--- src/rtl/ternary_match_table.sv ---
// Ternary value/care-mask matcher with a programmable table, two-stage lookup
// pipeline, lowest-index priority, multi-match flag and saturating statistics.

module tmt_entry #(
  parameter int WIDTH = 3
) (
  input  logic             clk,
  input  logic             rst,
  input  logic             clr,
  input  logic             we,
  input  logic [WIDTH-1:0] wr_value,
  input  logic [WIDTH-1:0] wr_care,
  input  logic             wr_valid,
  input  logic [WIDTH-1:0] key,
  output logic             match
);
  logic [WIDTH-1:0] value_q, care_q;
  logic             valid_q;

  // clr only drops the valid bit; value/care are left in place
  always_ff @(posedge clk or posedge rst) begin
    if (rst) begin
      value_q <= '0;
      care_q  <= '0;
      valid_q <= 1'b0;
    end else if (clr) begin
      valid_q <= 1'b0;
    end else if (we) begin
      value_q <= wr_value;
      care_q  <= wr_care;
      valid_q <= wr_valid;
    end
  end

  // key bits are always compared literally; only care_q can mask a bit
  assign match = valid_q && (((key ^ value_q) & care_q) == '0);
endmodule

module ternary_match_table #(
  parameter int WIDTH = 3,
  parameter int DEPTH = 4,
  parameter int CNT_W = 8,
  localparam int IDX_W = (DEPTH > 1) ? $clog2(DEPTH) : 1
) (
  input  logic             clk,
  input  logic             rst,
  input  logic             clr,
  input  logic             wr_en,
  input  logic [IDX_W-1:0] wr_idx,
  input  logic [WIDTH-1:0] wr_value,
  input  logic [WIDTH-1:0] wr_care,
  input  logic             wr_valid,
  input  logic             lk_valid,
  input  logic [WIDTH-1:0] lk_key,
  output logic             res_valid,
  output logic             res_hit,
  output logic [IDX_W-1:0] res_idx,
  output logic             res_multi,
  output logic [CNT_W-1:0] hit_cnt,
  output logic [CNT_W-1:0] miss_cnt
);
  localparam logic [CNT_W-1:0] CNT_MAX = '1;

  logic [DEPTH-1:0] match;
  logic [DEPTH-1:0] s1_match_q;
  logic [2:1]       vld_pipe_q;
  logic             res_hit_q, res_multi_q;
  logic [IDX_W-1:0] res_idx_q;
  logic             hit_d, multi_d;
  logic [IDX_W-1:0] idx_d;
  logic [CNT_W-1:0] hit_cnt_q, miss_cnt_q;

  // out-of-range wr_idx selects no entry, so the write is dropped
  for (genvar g = 0; g < DEPTH; g++) begin : g_ent
    tmt_entry #(.WIDTH(WIDTH)) u_ent (
      .clk      (clk),
      .rst      (rst),
      .clr      (clr),
      .we       (wr_en && (wr_idx == IDX_W'(g))),
      .wr_value (wr_value),
      .wr_care  (wr_care),
      .wr_valid (wr_valid),
      .key      (lk_key),
      .match    (match[g])
    );
  end

  always_ff @(posedge clk or posedge rst) begin
    if (rst) begin
      vld_pipe_q <= '0;
      s1_match_q <= '0;
    end else begin
      vld_pipe_q <= {vld_pipe_q[1], lk_valid};
      if (lk_valid) s1_match_q <= match;
    end
  end

  always_comb begin
    hit_d   = 1'b0;
    multi_d = 1'b0;
    idx_d   = '0;
    for (int i = 0; i < DEPTH; i++) begin
      if (s1_match_q[i]) begin
        if (hit_d) multi_d = 1'b1;
        else begin
          hit_d = 1'b1;
          idx_d = IDX_W'(i);
        end
      end
    end
  end

  // result fields hold while no result is being produced
  always_ff @(posedge clk or posedge rst) begin
    if (rst) begin
      res_hit_q   <= 1'b0;
      res_idx_q   <= '0;
      res_multi_q <= 1'b0;
    end else if (vld_pipe_q[1]) begin
      res_hit_q   <= hit_d;
      res_idx_q   <= idx_d;
      res_multi_q <= multi_d;
    end
  end

  always_ff @(posedge clk or posedge rst) begin
    if (rst) begin
      hit_cnt_q  <= '0;
      miss_cnt_q <= '0;
    end else if (vld_pipe_q[2]) begin
      if (res_hit_q) begin
        if (hit_cnt_q != CNT_MAX) hit_cnt_q <= hit_cnt_q + CNT_W'(1);
      end else begin
        if (miss_cnt_q != CNT_MAX) miss_cnt_q <= miss_cnt_q + CNT_W'(1);
      end
    end
  end

  assign res_valid = vld_pipe_q[2];
  assign res_hit   = res_hit_q;
  assign res_idx   = res_idx_q;
  assign res_multi = res_multi_q;
  assign hit_cnt   = hit_cnt_q;
  assign miss_cnt  = miss_cnt_q;
endmodule

--- config.mk ---
export PLATFORM = sky130hd
export DESIGN_NAME = ternary_match_table
export DESIGN_NICKNAME = d
export VERILOG_FILES = /design/src/rtl/ternary_match_table.sv
export SDC_FILE = /design/constraint.sdc
export NUM_CORES = 1
export LEC_CHECK = 0
export BUFFER_PORTS_ARGS = -buffer_cell sky130_fd_sc_hd__buf_2
export CAP_MARGIN = 20
export CORE_MARGIN = 1.5
export CORE_UTILIZATION = 40
export DETAILED_ROUTE_END_ITERATION = 8
export PLACE_DENSITY = 0.65
export RECOVER_POWER = 50
export SYNTH_ARGS = -nofsm -noshare
export SYNTH_HDL_FRONTEND = slang
export SYNTH_SLANG_ARGS = --single-unit
--- constraint.sdc ---
create_clock -name clk -period 1.6 [get_ports clk]
set_input_delay 0.16 -clock clk [delete_from_list [all_inputs] [get_ports clk]]
set_output_delay 0.16 -clock clk [all_outputs]
set_load 0.01 [all_outputs]
# Yosys cells after proc, flatten, opt, wreduce, memory -nomap -nowiden

Cells that the tools add are included.

Bitwise gates (word level): 10
Add/subtract/negate cells: 2
Muxes and demuxes: 24
Reductions and logical operators: 23
Eq/ne operators: 5

Operators by type and width:

| kind                | count |
|---|---|
| $mux 1              | 20 |
| $add 8x1->8 const B | 2 |
| $ne 8x8->1 const B  | 2 |
| $and 3x3->3         | 4 |
| $logic_not 3->1     | 4 |
| $xor 3x3->3         | 4 |
| $logic_and 1x1->1   | 8 |
| $mux 2              | 4 |
| $reduce_and 2->1    | 4 |
| $reduce_bool 2->1   | 4 |
| $reduce_and 3->1    | 2 |
| $eq 2x2->1 const B  | 2 |
| $eq 2x1->1 const B  | 1 |
| $logic_not 2->1     | 1 |
| $not 1->1           | 2 |

Register bits after elaboration: 54
Logic and storage cells: 83
Bits of input ports: 17
Output and inout port bits: 21

# Logic depth before layout (Yosys ltp)

Gate-level depths: netlist (run 1).

Depth after elaboration: 7
Gate-level depth with buffers: 5
Mapped depth without buffers: 5

# Hierarchy

A second synthesis (run 1) with hierarchy kept.

Cells, all modules: 202
Area, all modules: 2641.3 sq um

Modules (own cells, without submodules):

| module              | cells an instance | instances | area an instance (sq um) |
|---|---|---|---|
| tmt_entry           | 24                | 4         | 351.6 |
| ternary_match_table | 106               | 1         | 1234.9 |

# Worst setup path after synthesis (run 1)

No wires, ideal clock.

Kind: register to register
Start point: reg hit_cnt_q[0] (netlist: hit_cnt[0])
End point: reg hit_cnt_q[1] (netlist: hit_cnt[1])
Buffers on the path: 0
Required time: 1.475 ns
Setup time: 0.125 ns
Cell stages (with the launch flop): 6
Data arrival time: 1.345 ns
Path slack: 0.131 ns
Cell sequence: dfrtp_1 > ha_1 > nand3_1 > nor2_1 > or2_2 > mux2_2

Word-level cells in the longest chain between the ends: 2
Elaborated cells between the ends (all ways): 3
Those cells by class: 1 x add/sub; 1 x eq/ne; 1 x reduce/logical

RTL lines:

| what                                                | RTL line | RTL |
|---|---|---|
| start: declaration                                  | 71       | `logic [CNT_W-1:0] hit_cnt_q, miss_cnt_q;` |
| start signal: assignment                            | 132      | `if (hit_cnt_q != CNT_MAX) hit_cnt_q <= hit_cnt_q + CNT_W'(1);` |
| branches (longest 2 deep; another with $add 8x1->8) | --       |  |

Parallel ways; which one is timed is not known.
A chain may end at the register's enable or synchronous reset.

# Worst setup path in the final report (run 1)

Same ends and word-level chain as after synthesis.

==> impl_metrics.json, run 1 <==
{
  "worstPathArrival_ns": 1.70,
  "cts_made_buffers": 5,
  "async_flop_share": 1.00,
  "hold_buffers": 1,
  "crit_required_ns": 1.79,
  "fin_skew_ns": 0.00478,
  "finalWirelength_mm": 4.33,
  "synth_largest_area_cell": "dfrtp_1",
  "p_per_area_nw_per_um2": 1240,
  "worstHoldStart": "clr",
  "wl_per_cell_um": 13.3,
  "htreeDepth": 2,
  "cp_max_fo": 4,
  "start_kind": "register",
  "crit_chain": "ha_1 > nand3_1 > nor2_1 > or2_2 > mux2_2",
  "insertion_delay_ns": 0.30,
  "synth_most_common_cell": "dfrtp_1",
  "yosysSeqAreaShare": 0.550,
  "rsz0062_at_grt": "false",
  "slew_viol_final": 0,
  "cts_resized": 0,
  "start_util": 0.415,
  "hold_viol_final": 0,
  "pin_count": 38,
  "die-area_um2": 6630,
  "antenna_found_initial": 0,
  "netlist_instances": 204,
  "fill_cells": 556,
  "grt_pass1_vias": 1602,
  "grt_use_total": 0.150,
  "ant_nets": 0,
  "final_nets": 268,
  "ys_types": 32,
  "tightest_slew_ns": 0.728,
  "path_delay_family": "simple AND/OR/NAND/NOR gates",
  "utilization": 0.480,
  "max_stage_delay_ns": 0.43,
  "core_area_um2": 5920,
  "rows": 28,
  "cap_violations": 0,
  "grt_max_degree": 55,
  "end_kind": "register",
  "syn_nets": 223,
  "crit_path_top_delay_cell": "dfrtp_1",
  "netlist_area_um2": 2460,
  "drive_gt1_frac": 0.320,
  "gp_congestion": 0.760,
  "clk_path_buf_depth": 2,
  "reg2reg_from": "hit_cnt[0]",
  "cp-startpoint": "hit_cnt[0]",
  "drt_pre_antenna_iters": 4,
  "die_x_um": 81.4,
  "yosys-top-cells-area": "dfrtp_1 55%, mux2_2 14%, xor2_1 5.7%",
  "relSlewSlack": 0.514,
  "ys_top_cells_by_count": "54 x dfrtp_1, 30 x mux2_2, 16 x xor2_1",
  "min_period_ns": 1.51,
  "crit_buf_inv": 0,
  "path_clk_slew_ns": 0.09,
  "outcome": "complete, no violations",
  "clockRootBuffer": "clkbuf_8",
  "port_buffers": 37,
  "die_h_um": 81.4,
  "post_synth.cell_area_avg_um2": 12.1,
  "power_uw": 3530,
  "cts.sinks": 54,
  "power.leakage_uw": 0.00131,
  "dpl.hpwl_mm": 3.16,
  "synth_edf_count": 0,
  "via_per_inst": 5.06,
  "post-cts-setup-buffers": 0,
  "grt_pass1_wl_mm": 7.59,
  "max-vdd-ir-drop_v": 0.000650,
  "antenna_cells": 0,
  "synth_flop_cell": "dfrtp_1",
  "synth-seq-cells": 54,
  "via_count": 1643,
  "finalCritPeriodShare": 0.946,
  "tns_ns": 0,
  "yosys_warnings": 0,
  "area_growth_pct": 15.6,
  "grt_overflow_total": 0,
  "min_path_type": "primary input to register",
  "cts_tree": "done",
  "finalSetupViolCount": 0,
  "crit_type": "register to register",
  "drtIter0Drc": 72,
  "timing.fmax_ghz": 0.661,
  "drc_errors": 0,
  "synth_top_area_share": 0.550
}
==> cell type report <==
class | count | area, µm² | area share
inverter | 7 | 26.3 | 0.00925
multi-input combinational | 141 | 1070 | 0.377
clock inverter | 1 | 5.00 | 0.00176
timing repair buffer | 40 | 208 | 0.0731
tap | 75 | 93.8 | 0.0330
sequential | 54 | 1350 | 0.476
clock buffer | 7 | 86.3 | 0.0304
==> stage by stage <==
step | cells | setup WS, ns | hold slack [ns] | cell area [µm²]
floorplan | 204 | 0.125 | 0.191 | 2460
global placement | 316 | 0.152 | 0.234 | 2760
detailed placement | 316 | 0.105 | 0.238 | 2760
CTS | 325 | 0.0887 | 0.0529 | 2860
global route | 325 | 0.000780 | 0.0905 | 2840
finish | 325 | 0.0867 | 0.0889 | 2840
==> per-layer routing <==
metal	vias to the layer above	share of wire	track usage
li1	808	-	-
met1	791	0.46	0.200
met2	38	0.48	0.243
met3	6	0.042	0.0337
met4	0	0.010	0.0466
met5	-	0	0
==> layout by cell type, fill, tap and decap left out, types with 2 or more instances in the layout <==
cell      instances
mux2i_1           3
xor2_1           16
buf_2            35
mux2_2           30
and3_1            2
xnor2_1           4
a21oi_1           7
nand2b_1          2
nand4_1           9
nand2_1          11
a31oi_1           3
dfrtp_1          54
nand3b_1          2
nor3b_4           2
nand3_1           8
inv_1             7
and2_1            2
clkbuf_8          6
nor2b_1           3
clkbuf_1          3
or2_2             2
ha_1              2
o21ai_0           5
nor2_1           15
a22oi_1           4
==> flip-flops by register name (all words and copies together) (netlist names), 2 cells and up <==
name / cells
g_ent.u_ent.care_q: 12
g_ent.u_ent.valid_q: 4
g_ent.u_ent.value_q: 12
hit_cnt: 8
miss_cnt: 8
res_idx: 2
s1_match_q: 4
vld_pipe_q: 2
==> power breakdown <==
| part | internal (µW) | leakage (µW) | switching, µW |
|---|---|---|---|
| registers | 1650 | 0.000678 | 249 |
| logic | 448 | 0.000583 | 411 |
| clock network | 350 | 0.0000482 | 419 |
==> cells by family (layout without fill, tap and decap cells) <==
group,after synthesis,in the layout,share of synthesized area
compound gates,24,24,0.0585
xor+xnor,20,20,0.0712
fa+ha+maj,2,2,0.0102
buf+inv,9,55,0.0148
flops,54,54,0.550
mux,33,33,0.150
simple gates,62,62,0.146
==> path summary, 6_finish.rpt <==
path	endpoint	slack, ns	cells past startpoint
min	g_ent[0].u_ent.valid_q	0.09	2
min reg2reg	res_idx[0]	0.51	1
min in group asynchronous	miss_cnt[0]	0.63	4
max reg2reg	hit_cnt[1]	0.09	5
max	hit_cnt[1]	0.09	5
max in group asynchronous	g_ent[0].u_ent.care_q[1]	0.49	4
No activity file was read; power rests on OpenSTA's default activity.
==> run 2: changes to the inputs <==
==> constraint.sdc (replaced) <==
create_clock -name clk -period 1.95 [get_ports clk]
set_input_delay 0.195 -clock clk [delete_from_list [all_inputs] [get_ports clk]]
set_output_delay 0.195 -clock clk [all_outputs]
set_load 0.01 [all_outputs]
==> run 2 against run 1 <==
  * Clock power decreased by 5.3%
  * Design area down 1.3%
  * Count of clock-buffer cells in the layout unchanged
  * Via count shrank 1.5%
  * Wire length fell by 2.0%
  * Fmax about the same
  * Sequential power is 18% lower
  * First-iteration DRC count fell by 9.7%
  * Critical path depth is the same
  * Register-to-register slack gained 0.35 ns
==> impl_metrics.json, run 2 (synthesis gave the netlist of run 1 again) <==
{
  "cts_made_buffers": 5,
  "crit_chain": "ha_1 > nand3_1 > nor2_1 > or2_2 > mux2_2",
  "cts_resized": 0,
  "cts.sinks": 54,
  "drive_gt1_frac": 0.264,
  "p_per_area_nw_per_um2": 1060,
  "drtIter0Drc": 65,
  "clock_power_share": 0.246,
  "drt_pre_antenna_iters": 4,
  "grt_max_degree": 22,
  "area.sequential_um2": 1350,
  "hold_depth": 1,
  "rows": 28,
  "reg2reg_depth": 5,
  "power.leakage_uw": 0.00126,
  "crit_required_ns": 2.14,
  "fill_cells": 565,
  "max-vdd-ir-drop_v": 0.000696,
  "r2r_setup_slack_ns": 0.44,
  "combPwrFrac": 0.228,
  "min_delay_worst_endpoint": "vld_pipe_q[1]",
  "max_stage_delay_ns": 0.42,
  "finalWirelength_mm": 4.25,
  "grt_pass1_wl_mm": 7.03,
  "worstPathArrival_ns": 1.70,
  "rsz0062_at_grt": "false",
  "preCtsSetupSlack_ns": 0.447,
  "core_area_um2": 5920,
  "cts_tree": "done",
  "reg_top3": "g_ent.u_ent.care_q: 12 flops, g_ent.u_ent.value_q: 12 flops",
  "wl_per_cell_um": 13.1,
  "start_util": 0.415,
  "final_nets": 268,
  "tightest_slew_ns": 0.908,
  "via_per_inst": 4.98,
  "die_x_um": 81.4,
  "worst_slack_ns": 0.438,
  "die-area_um2": 6630,
  "tns_ns": 0,
  "port_buffers": 37,
  "grt_overflow_total": 0,
  "path_clk_slew_ns": 0.08,
  "p_seq_frac": 0.526,
  "mostFrequentLayoutCells": "54 x dfrtp_1, 30 x mux2_2, 26 x buf_2",
  "layout_commonest_cell": "dfrtp_1",
  "slew_viol_final": 0,
  "via_count": 1619,
  "antenna_cells": 0,
  "ant_nets": 0,
  "relSlewSlack": 0.393,
  "antenna_found_initial": 0,
  "htreeDepth": 2,
  "switching_share": 0.295,
  "drc_errors": 0,
  "min_period_ns": 1.51,
  "multi_input_area_um2": 1030,
  "crit_type": "register to register",
  "clk_path_buf_depth": 2,
  "fin_skew_ns": 0.00681,
  "grt_pass1_vias": 1562,
  "p_int_uw": 2090,
  "worst_r2r_endpoint": "hit_cnt[1]",
  "hold_viol_final": 0,
  "insertion_delay_ns": 0.31,
  "cp_max_fo": 4,
  "gp_congestion": 0.796,
  "cap_violations": 0,
  "start_kind": "register",
  "pin_count": 38,
  "die_h_um": 81.4,
  "grt_use_total": 0.143,
  "post-cts-setup-buffers": 0,
  "end_kind": "register",
  "outcome": "complete, no violations",
  "dpl.hpwl_mm": 3.17,
  "min_path_type": "primary input to register",
  "worstHoldStart": "lk_valid",
  "finalCritPeriodShare": 0.776,
  "switchingPower_uw": 875,
  "reg2reg_from": "hit_cnt[0]",
  "timing.fmax_ghz": 0.661,
  "clockRootBuffer": "clkbuf_8",
  "area_growth_pct": 14.0,
  "crit_path_top_delay_cell": "dfrtp_1",
  "finalSetupViolCount": 0
}
==> run 2: changes by cell type in the layout (fill, tap and decap cells not counted), sizes merged <==
cell and delta:
buf -8, clkbuf +8, bufinv +1, clkinv -1
==> run 2: worst max path at each step <==
stage	start	to	slack, ns	cells past startpoint
CTS	hit_cnt[0]	hit_cnt[1]	0.43	5
detailed placement	hit_cnt[0]	hit_cnt[1]	0.45	5
finish	hit_cnt[0]	hit_cnt[1]	0.44	5
floorplan	rst	g_ent[0].u_ent.care_q[0]	0.44	1
global route	clr	g_ent[2].u_ent.care_q[2]	0.31	4
global placement	hit_cnt[0]	hit_cnt[1]	0.50	5
==> run 2: area by class of cell <==
type                    count  area share
clock buffers               7      0.0272
clock inverters             1      0.0107
inverters                   7     0.00937
multi-input cells         141       0.367
flip-flops and latches     54       0.482
well taps                  75      0.0335
repair buffers             40      0.0701
==> run 2: critical path, delay by kind of cell (launching register included) <==
family	cells	cell delay (ns)
and+or+nand+nor	3	0.45
muxes	1	0.28
DFF	1	0.42
adders and majority gates	1	0.25
==> run 2: metrics by stage <==
step | hold WS [ns] | area, µm² | cells | util | total power, µW
floorplan | 0.226 | 2460 | 204 | - | 2030
global placement | 0.230 | 2740 | 316 | 0.463 | 2270
detailed placement | 0.230 | 2740 | 316 | 0.463 | 2290
CTS | 0.0861 | 2860 | 325 | 0.483 | 3030
global route | 0.153 | 2800 | 325 | 0.474 | 3160
finish | 0.160 | 2800 | 325 | 0.474 | 2960
==> run 2: timing repair <==
action,4_1_cts,5_1_grt
setup endpoints to repair,0,0
hold buffers,1,0
hold endpoints to repair,19,0
==> run 2: power groups by stage <==
| stage | registers, µW | clock network, µW | logic, µW |
|---|---|---|---|
| after detailed placement | 1590 | 0 | 708 |
| after global routing | 1600 | 800 | 763 |
| after CTS | 1560 | 753 | 713 |
| after floorplan | 1610 | 0 | 418 |
| final | 1560 | 728 | 676 |
| after global placement | 1580 | 0 | 695 |
==> run 2: layer usage <==
layer	wire length, µm	global-route usage	vias up
li1	-	-	808
met1	1980	0.181	768
met5	0	0	-
met3	176	0.0348	8
met2	2020	0.233	35
met4	69	0.0569	0
